### config.mk
export PLATFORM = sky130hd
export DESIGN_NAME = bitmask_slot_allocator
export DESIGN_NICKNAME = d
export VERILOG_FILES = /design/src/rtl/bitmask_slot_allocator_pkg.sv /design/src/rtl/bitmask_slot_allocator_isolate.sv /design/src/rtl/bitmask_slot_allocator.sv
export SDC_FILE = /design/constraint.sdc
export NUM_CORES = 1
export LEC_CHECK = 0
export ABC_CLOCK_PERIOD_IN_PS = 5980
export BUFFER_PORTS_ARGS = -buffer_cell sky130_fd_sc_hd__buf_4
export CAP_MARGIN = 20
export CORE_AREA = 10 10 52 54
export CTS_CLUSTER_SIZE = 25
export DETAILED_ROUTE_END_ITERATION = 8
export DIE_AREA = 0 0 62 64
export MAX_ROUTING_LAYER = met4
export PLACE_DENSITY = 0.79
export REMOVE_ABC_BUFFERS = 1
export SLEW_MARGIN = 0
export SYNTH_ARGS = -nofsm -noshare
export SYNTH_HDL_FRONTEND = slang
export SYNTH_SLANG_ARGS = --single-unit
export TNS_END_PERCENT = 1
### constraint.sdc
create_clock -name clock -period 5.98 [get_ports clock]
set_clock_uncertainty 0.2 [all_clocks]
set_input_delay 0.598 -clock clock [delete_from_list [all_inputs] [get_ports clock]]
set_output_delay 0.598 -clock clock [all_outputs]
set_load 0.03 [all_outputs]
### src/rtl/bitmask_slot_allocator_pkg.sv
// rtl/bitmask_slot_allocator_pkg.sv - shared helpers for the bitmask slot allocator
package bitmask_slot_allocator_pkg;

  localparam int MAX_SLOTS = 64;
  localparam logic [MAX_SLOTS-1:0] ONE = {{(MAX_SLOTS-1){1'b0}}, 1'b1};

  function automatic int clog2(input int value);
    int result;
    result = 0;
    for (int i = 0; i < 31; i++) begin
      if ((1 << i) < value) result = i + 1;
    end
    return result;
  endfunction

  // An all-zero input encodes to index 0.
  function automatic logic [31:0] onehot_to_index(input logic [MAX_SLOTS-1:0] onehot);
    logic [31:0] index;
    index = '0;
    for (int i = 0; i < MAX_SLOTS; i++) begin
      if (onehot[i]) index = index | 32'(i);
    end
    return index;
  endfunction

endpackage

### src/rtl/bitmask_slot_allocator_isolate.sv
// rtl/bitmask_slot_allocator_isolate.sv - one-hot of the lowest clear bit of a word
module bitmask_isolate_rightmost_0_bit
  import bitmask_slot_allocator_pkg::*;
#(
  parameter int WIDTH = 8
) (
  input  logic [WIDTH-1:0] word_in,
  output logic [WIDTH-1:0] word_out
);

  // An all-ones word carries out of the add, leaving zero.
  assign word_out = ~word_in & (word_in + WIDTH'(ONE));

endmodule

### src/rtl/bitmask_slot_allocator.sv
// rtl/bitmask_slot_allocator.sv - lowest-free-first slot allocator over a busy bitmap
// Optional sticky error detection: BITMASK_SLOT_ALLOCATOR_ERROR_CHECK_EN.
module bitmask_slot_allocator
  import bitmask_slot_allocator_pkg::*;
#(
  parameter int SLOT_COUNT  = 8,
  parameter int INDEX_WIDTH = clog2(SLOT_COUNT),
  parameter int COUNT_WIDTH = clog2(SLOT_COUNT + 1)
) (
  input  logic                   clock,
  input  logic                   clear_n,
  input  logic                   alloc_valid,
  output logic                   alloc_ready,
  output logic [INDEX_WIDTH-1:0] alloc_index,
  output logic [SLOT_COUNT-1:0]  alloc_onehot,
  input  logic                   free_valid,
  input  logic [INDEX_WIDTH-1:0] free_index,
  output logic [SLOT_COUNT-1:0]  busy_bitmap,
  output logic [COUNT_WIDTH-1:0] busy_count,
  output logic                   all_busy,
  output logic                   error
);

  logic                   alloc_fire;
  logic                   free_in_range;
  logic                   free_legal;
  logic [SLOT_COUNT-1:0]  busy_next;
  logic [COUNT_WIDTH-1:0] count_next;

  bitmask_isolate_rightmost_0_bit #(.WIDTH(SLOT_COUNT)) u_isolate (
    .word_in  (busy_bitmap),
    .word_out (alloc_onehot)
  );

  assign all_busy    = &busy_bitmap;
  assign alloc_ready = clear_n & ~all_busy;
  assign alloc_index = INDEX_WIDTH'(onehot_to_index(MAX_SLOTS'(alloc_onehot)));
  assign alloc_fire  = alloc_valid & alloc_ready;

  generate
    if (SLOT_COUNT == (1 << INDEX_WIDTH)) begin : g_full_range
      assign free_in_range = 1'b1;
    end else begin : g_partial_range
      localparam logic [INDEX_WIDTH:0] SLOT_LIMIT = (INDEX_WIDTH + 1)'(SLOT_COUNT);
      assign free_in_range = {1'b0, free_index} < SLOT_LIMIT;
    end
  endgenerate

  // A free naming the slot offered this cycle is not busy, so it is illegal and the allocate wins.
  assign free_legal = free_valid & free_in_range & busy_bitmap[free_index];

  always_comb begin
    busy_next = busy_bitmap;
    if (free_legal) busy_next[free_index] = 1'b0;
    if (alloc_fire) busy_next = busy_next | alloc_onehot;
  end

  always_comb begin
    count_next = busy_count;
    unique case ({alloc_fire, free_legal})
      2'b10:   count_next = busy_count + COUNT_WIDTH'(1);
      2'b01:   count_next = busy_count - COUNT_WIDTH'(1);
      default: count_next = busy_count;
    endcase
  end

  always_ff @(posedge clock) begin
    if (!clear_n) begin
      busy_bitmap <= '0;
      busy_count  <= '0;
    end else begin
      busy_bitmap <= busy_next;
      busy_count  <= count_next;
    end
  end

`ifdef BITMASK_SLOT_ALLOCATOR_ERROR_CHECK_EN
  logic error_next;

  assign error_next = error
                    | (free_valid & ~free_legal)
                    | (alloc_valid & ~alloc_ready & all_busy);

  always_ff @(posedge clock) begin
    if (!clear_n) error <= 1'b0;
    else          error <= error_next;
  end
`else
  assign error = 1'b0;
`endif

endmodule

# Word-level counts from Yosys, hierarchy flattened
# Index checks and enable logic that the tools add are counted.
dict set report word_totals {
  elab_cells 35
  ff_bits 12
  out_inout_bits 26
  inputBits 7
}
dict set report classes {
  n_bitwise 9
  n_lt_le_gt_ge 2
  n_eq_ne 2
  addsub 3
  n_reduce_logical 3
  muxes 14
}
# cell count
set op_table {}
lappend op_table {{$and 8x8->8} 2}
lappend op_table {{$mux 8} 2}
lappend op_table {{$not 8->8} 2}
lappend op_table {{$mux 3} 4}
lappend op_table {{$add 8x1->8 const B} 1}
lappend op_table {{$or 8x8->8} 1}
lappend op_table {{$pmux 4 s2} 1}
lappend op_table {{$reduce_and 8->1} 1}
lappend op_table {{$add 4x1->4 const B} 1}
lappend op_table {{$lt 3x4->1 const B} 1}
lappend op_table {{$mux 2} 2}
lappend op_table {{$sub 4x1->4 const B} 1}
lappend op_table {{$and 1x1->1} 3}
lappend op_table {{$bmux 1 s3} 1}
lappend op_table {{$demux 1 s3} 1}
lappend op_table {{$ge 3x1->1 const B} 1}
lappend op_table {{$mux 1} 3}
lappend op_table {{$eq 2x1->1 const B} 1}
lappend op_table {{$eq 2x2->1 const B} 1}
lappend op_table {{$reduce_bool 2->1} 1}
lappend op_table {{$logic_and 1x1->1} 1}
lappend op_table {{$not 1->1} 1}

# Logic depth before layout (Yosys ltp)
# Gate-level depths: netlist of the first run.
dict set report logic_depth {
  depth_word 9
  depth_mapped 12
  ltp_nobuf 11
}

# By module
# A second synthesis of the first run with hierarchy kept.
dict set report unflattened {
  hier_cells 84
  area_unflattened_um2 778.2
}
# mod n_inst cells_each seq_area_each_um2 area_each_um2
set by_module_without_submodules {}
lappend by_module_without_submodules {bitmask_slot_allocator 1 73 240.2 708.2}
lappend by_module_without_submodules {bitmask_isolate_rightmost_0_bit 1 11 0.0 70.1}

# Worst setup path before layout of the first run
# Ideal clock, no wire load.
dict set report synth_timing {
  path_kind {input to register}
  startpoint {input free_index[0]}
  endpoint {register busy_count[2]}
  n_path_buf 1
  cell_stages 11
  required_time_ps 5710
  setup_slack_ps 2823
  arrival_ps 2887
  setup_ps 70
  cell_sequence {buf_6 -> mux2_1 -> mux4_2 -> and2_1 -> ha_1 -> xor2_1 -> ha_1 -> a21oi_1 -> xor2_1 -> or3_1 -> a21oi_1}
}
dict set report synth_via {
  elab_chain_cells 5
  elab_cells_between_ends 7
  classes_between {eq/ne: 2; mux: 3; bitwise: 1; reduce/logical: 1}
}
# item line
set synth_rtl {}
lappend synth_rtl {{start: declaration} bitmask_slot_allocator.sv:17} ;# input logic [INDEX_WIDTH-1:0] free_index,
lappend synth_rtl {{$bmux 1 s3 *} bitmask_slot_allocator.sv:50} ;# assign free_legal = free_valid & free_in_range & busy_bitmap[free_index];
lappend synth_rtl {{$mux 1 (implied by the code) *} bitmask_slot_allocator.sv:50}
lappend synth_rtl {{$and 1x1->1 *} bitmask_slot_allocator.sv:50}
lappend synth_rtl {{$eq 2x1->1 / $eq 2x2->1 (equally long branches)} bitmask_slot_allocator.sv:60} ;# unique case ({alloc_fire, free_legal})
lappend synth_rtl {{$pmux 4 s2 / $reduce_bool 2->1 (equally long branches)} --}
lappend synth_rtl {{end signal: assignment} bitmask_slot_allocator.sv:73} ;# busy_count <= count_next;
lappend synth_rtl {{end: declaration} bitmask_slot_allocator.sv:19} ;# output logic [COUNT_WIDTH-1:0] busy_count,
# Every way passes the cells marked *; elsewhere a longest branch is shown, timed or not. The select of a mux whose other input is x is not followed.
# A chain may end at the register's enable or synchronous reset.

# Final worst setup path of the first run
# Same ends and word-level chain as after synthesis.

==> flow_metrics.tcl, run 1 <==
set metrics [dict create \
    fin_crit_sh 0.505 \
    synth-edff-count 0 \
    die_h_um 64 \
    drv_slew 0 \
    synth_cell_types 41 \
    ys_warn_count 0 \
    cts_hold_buf 0 \
    firstDrtPassIters 5 \
    drt_wl_total_um 2380 \
    synth_top_area_cell "dfxtp_1" \
    clk_pin_slew_ns 0.08 \
    cp.required_ns 6.01 \
    p_total_uw 195 \
    ant_nets 0 \
    cap_violations 0 \
    num_vias 858 \
    path_delay_family "multiplexers" \
    drive_gt1_frac 0.297 \
    path_depth 11 \
    max_freq_mhz 331 \
    critPathMaxStageDelay_ns 0.50 \
    crit_slowest_cell "mux4_2" \
    tns_ns 0 \
    yosys.area.top_type_share 0.293 \
    cts.htree.levels 1 \
    ir_drop_uv 121 \
    die_w_um 62 \
    path_buf_inv 1 \
    overflow 0 \
    power.density_nw_per_um2 179 \
    yosys-top-cells-count "12 x dfxtp_1, 9 x nand2_1, 8 x nor2_1" \
    cts.path.max_buffers 2 \
    path_max_fanout 7 \
    antenna_found_initial 0 \
    vias_per_cell 5.61 \
    async_reset_ff_frac 0 \
    n_fill_cell 150 \
    grt_max_degree 11 \
    crit_arrival_ns 3.05 \
    postSynthAreaPerCell_um2 8.38 \
    leakage_nw 0.504 \
    path_class "input pin to register" \
    drc 0 \
    die_area_um2 3970 \
    hold_viol_final 0 \
    synth.cell_area_um2 821 \
    netlist_instances 98 \
    rsz0062_at_grt "false" \
    wl_per_cell_um 15.6 \
    rows 15 \
    ys_ff_latch 12 \
    cts_tree "done" \
    grt_pass1_vias 746 \
    ios 33 \
    cts_resized 0 \
    clk_latency_ns 0.29 \
    ys.flop_type "dfxtp_1" \
    rrSetupSlack_ns 3.00 \
    routabilityCongestion 0.786 \
    r2r_end "busy_count[2]" \
    hold_path_class "register to register" \
    area_growth_pct 32.8 \
    diodes 0 \
    grt_use_total 0.121 \
    cp-endpoint "busy_count[2]" \
    startpoint_type "input pin" \
    synth.area.top_cells "dfxtp_1 29%, ha_1 4.6%, nand2_1 4.1%" \
    layout_min_cycle_time_ns 3.02 \
    cts_buffers 3 \
    post-dp-hpwl_um 1850 \
    final_nets 139 \
    cts_setup_buffers 0 \
    port_buffers 31 \
    grt_pass1_wl_um 3560 \
    holdWs_ns 0.272 \
    r2r-start "busy_bitmap[5]" \
    endpoint_kind "register" \
    cts_sinks 12 \
    post-synth-top-count-cell "dfxtp_1" \
    root_buffer "clkbuf_4" \
    setup-violations-final 0 \
    cp-startpoint "free_index[0]" \
    ys_seq_area_frac 0.293 \
    core_um2 1710 \
    start_util 0.481 \
    drt_iter0_drc 24 \
    status "finished clean" \
    ff2ff_path_depth 10 \
    worstPathCellList "buf_4, mux2_4, mux4_2, and2_1, ha_1, xor2_1, ha_1, a21oi_1, xor2_1, or3_1, a21oi_1" \
]
==> metal layers <==
layer | GRT usage | share of wire
met2 | 0.160 | 0.46
met4 | 0.103 | 0.032
met3 | 0.0415 | 0.089
met1 | 0.139 | 0.42
met5 | - | 0
==> sequential cells by signal (all words and copies together), names as in the netlist <==
signal,flops
busy_bitmap,8
busy_count,4
==> kinds of logic (layout without fill, tap and decap cells) <==
group / Yosys count / in the layout / synth area share
flip-flops: 12 / 12 / 0.293
adder cells (fa/ha/maj): 3 / 3 / 0.0457
AND/OR/NAND/NOR: 38 / 38 / 0.255
AO/OA/AOI/OAI: 23 / 23 / 0.194
XOR/XNOR: 3 / 3 / 0.0320
multiplexers: 7 / 7 / 0.111
other: 1 / 1 / 0.00457
buffers and inverters: 11 / 41 / 0.0655
==> worst min path at each step <==
stage | startpoint | to | slack [ns] | cells after the start
floorplan | busy_count[3] | busy_count[3] | 0.38 | 2
global placement | busy_count[3] | busy_count[3] | 0.26 | 2
detailed placement | busy_count[3] | busy_count[3] | 0.26 | 2
CTS | busy_count[3] | busy_count[3] | 0.28 | 2
global route | busy_count[3] | busy_count[3] | 0.29 | 2
finish | busy_count[3] | busy_count[3] | 0.27 | 2
==> power breakdown <==
group	internal, mW	switching (mW)	leakage [nW]	total, mW
logic	0.0160	0.0245	0.386	0.0405
clock network	0.0372	0.0304	0.0210	0.0676
registers	0.0824	0.00472	0.0975	0.0871
==> metrics by stage <==
stage | std cells | instance area [um2] | setup WS (ns) | utilization
after floorplan | 93 | 790 | 2.94 | -
after global placement | 149 | 1050 | 2.76 | 0.617
after detailed placement | 149 | 1050 | 2.66 | 0.617
after CTS | 153 | 1090 | 2.96 | 0.638
after global routing | 153 | 1090 | 2.86 | 0.638
final | 153 | 1090 | 2.96 | 0.638
==> area by class of cell <==
type,instances,area (um2),share of cell area
multi-input cells,75,527,0.483
well taps,25,31.3,0.0287
flip-flops and latches,12,240,0.220
clock buffers,4,36.3,0.0333
repair buffers,31,233,0.214
inverters,6,22.5,0.0207
==> cell usage in the layout, fill, tap and decap left out, types with 2 or more instances in the layout <==
cell / Yosys / final
buf_4: 1 / 31
a41oi_1: 2 / 2
nand4b_1: 2 / 2
nand3_1: 3 / 3
nor3b_1: 2 / 2
clkbuf_4: 0 / 3
a311oi_1: 2 / 2
xor2_1: 3 / 3
o21ai_0: 4 / 4
nor3_1: 3 / 3
nand2_1: 9 / 9
a21oi_1: 6 / 6
ha_1: 3 / 3
nor2_1: 8 / 8
mux2i_1: 2 / 2
a31oi_1: 2 / 2
inv_1: 6 / 6
dfxtp_1: 12 / 12
or3_1: 2 / 2
mux2_1: 3 / 3
==> worst reg2reg max path, stage by stage, from the launching register on <==
cell,delay (ns)
dfxtp_1,0.41
mux2_4,0.30
mux4_2,0.50
and2_1,0.21
ha_1,0.26
xor2_1,0.16
ha_1,0.19
a21oi_1,0.15
xor2_1,0.10
or3_1,0.30
a21oi_1,0.14
(Power assumes the default switching activity.)
==> run 2, diff against run 1 <==
Settings changed: ABC_CLOCK_PERIOD_IN_PS 5980 to 2600, CORE_AREA 10 10 52 54 to 10 10 56 58, DIE_AREA 0 0 62 64 to 0 0 66 68, PLACE_DENSITY 0.79 to 0.7.
Clock period 5.98 ns to 2.6 ns, I/O delays scaled along.
==> run 2 against run 1 <==
The flow now finishes with violations (setup timing); sequential cell count unchanged; critical endpoint unchanged; worst setup slack worse by 3.0 ns; global-route usage up 0.13 points; sequential power up 130%; count of clock-buffer cells in the layout down 1; first-iteration DRC count up 110%; utilization down 5.8 points; final cell count up 10%; largest cell class unchanged; critical path type is now register to register; sequential share of layout area down 2.2 points.
==> flow_metrics.tcl, run 2 (same netlist as run 1, synthesis figures left out) <==
set metrics [dict create \
    setup-violations-final 1 \
    ios 33 \
    cts.path.max_buffers 2 \
    crit_arrival_ns 2.65 \
    drv_slew 0 \
    fin_util 0.580 \
    routabilityCongestion 0.905 \
    clk_pin_slew_ns 0.08 \
    cts_hold_buf 0 \
    layout_min_cycle_time_ns 2.63 \
    largest_reg_flops 8 \
    wl_per_cell_um 16.1 \
    rows 17 \
    die_area_um2 4490 \
    status "complete, but fails checks" \
    cap_violations 0 \
    vias_per_cell 5.31 \
    grt_use_total 0.122 \
    regMostFlops "busy_bitmap" \
    cts_setup_buffers 0 \
    final-seq-area_um2 243 \
    start_util 0.390 \
    overflow 0 \
    cts_buffers 3 \
    fin_crit_sh 1.01 \
    antenna_found_initial 0 \
    startpoint_type "register" \
    path_class "register to register" \
    drt_iter0_drc 50 \
    num_vias 898 \
    violations "setup timing" \
    endpoint_kind "register" \
    port_buffers 31 \
    worst_slack_ns -0.0327 \
    cp.required_ns 2.61 \
    cts.htree.levels 1 \
    power.density_nw_per_um2 349 \
    post-dp-hpwl_um 2170 \
    cts_tree "done" \
    firstDrtPassIters 4 \
    drt_wl_total_um 2720 \
    mostFrequentLayoutCell "buf_4" \
    grt_max_degree 11 \
    most-common-layout-cells "45 x buf_4, 10 x dfxtp_1, 9 x nand2_1, 8 x nor2_1, 6 x inv_1" \
    die_w_um 66 \
    hold_path_class "input pin to register" \
    root_buffer "clkbuf_4" \
    cts_sinks 12 \
    reg_top3 "busy_bitmap: 8 flops, busy_count: 4 flops" \
    drive_gt1_frac 0.426 \
    ir_drop_uv 296 \
    area_growth_pct 48.8 \
    grt_pass1_wl_um 4200 \
    multi_input_comb_area_um2 561 \
    grt_pass1_vias 904 \
    max_freq_mhz 380 \
    ant_nets 0 \
    diodes 0 \
    die_h_um 68 \
    tns_ns -0.0327 \
    leakage_nw 0.573 \
    final_nets 153 \
    clk_latency_ns 0.28 \
    core_um2 2110 \
    rsz0062_at_grt "true" \
    drc 0 \
    holdWs_ns 0.0129 \
    n_fill_cell 205 \
    hold_viol_final 0 \
    dp_slack_ns -0.269 \
    path_max_fanout 2 \
]
## run 2: timing repair
action | in CTS | in global routing
resized for setup | 7 | 3
setup endpoints to repair | 1 | 2
pin swaps | 2 | 0
## run 2: worst paths after layout
path / start / end / slack [ns] / cells after the start
worst min register to register: busy_count[3] / busy_count[3] / 0.29 / 2
worst min-delay path: free_index[1] / busy_bitmap[2] / 0.01 / 2
worst max register to register: busy_bitmap[3] / busy_count[2] / -0.03 / 10
worst max-delay path: busy_bitmap[3] / busy_count[2] / -0.03 / 10
## run 2: per-stage QoR
stage | instance area (um2) | power (mW) | instances
after floorplan | 790 | 0.257 | 93
after global placement | 1160 | 0.306 | 166
after detailed placement | 1160 | 0.309 | 166
after CTS | 1210 | 0.429 | 169
after global routing | 1220 | 0.454 | 169
final | 1220 | 0.426 | 169
## run 2: worst max-delay path, cell delays in order (launching register included)
cell and delay, ns:
dfxtp_2 0.32, mux2_1 0.29, mux4_2 0.47, and2_4 0.17, ha_4 0.15, xor2_1 0.14, ha_2 0.18, a21oi_2 0.12
xor2_1 0.09, or3_1 0.32, a21oi_2 0.12
## run 2: power by group
group	switching (mW)	leakage (nW)	total [mW]	internal [mW]
Clock	0.0653	0.0138	0.119	0.0538
Combinational	0.0653	0.461	0.111	0.0456
Sequential	0.00665	0.0984	0.196	0.190
## run 2: final cells by class
cell class	count	share of cell area
Multi-Input combinational cell	75	0.459
Sequential cell	12	0.199
Clock buffer	3	0.0184
Inverter	6	0.0184
Tap cell	28	0.0287
Timing Repair Buffer	45	0.277
## run 2: layer usage
layer | GRT usage | part of all wire | vias up
li1 | - | - | 448
met4 | 0.0393 | 0.012 | 0
met1 | 0.139 | 0.45 | 419
met2 | 0.205 | 0.49 | 29
met3 | 0.0326 | 0.053 | 2
met5 | - | 0 | -
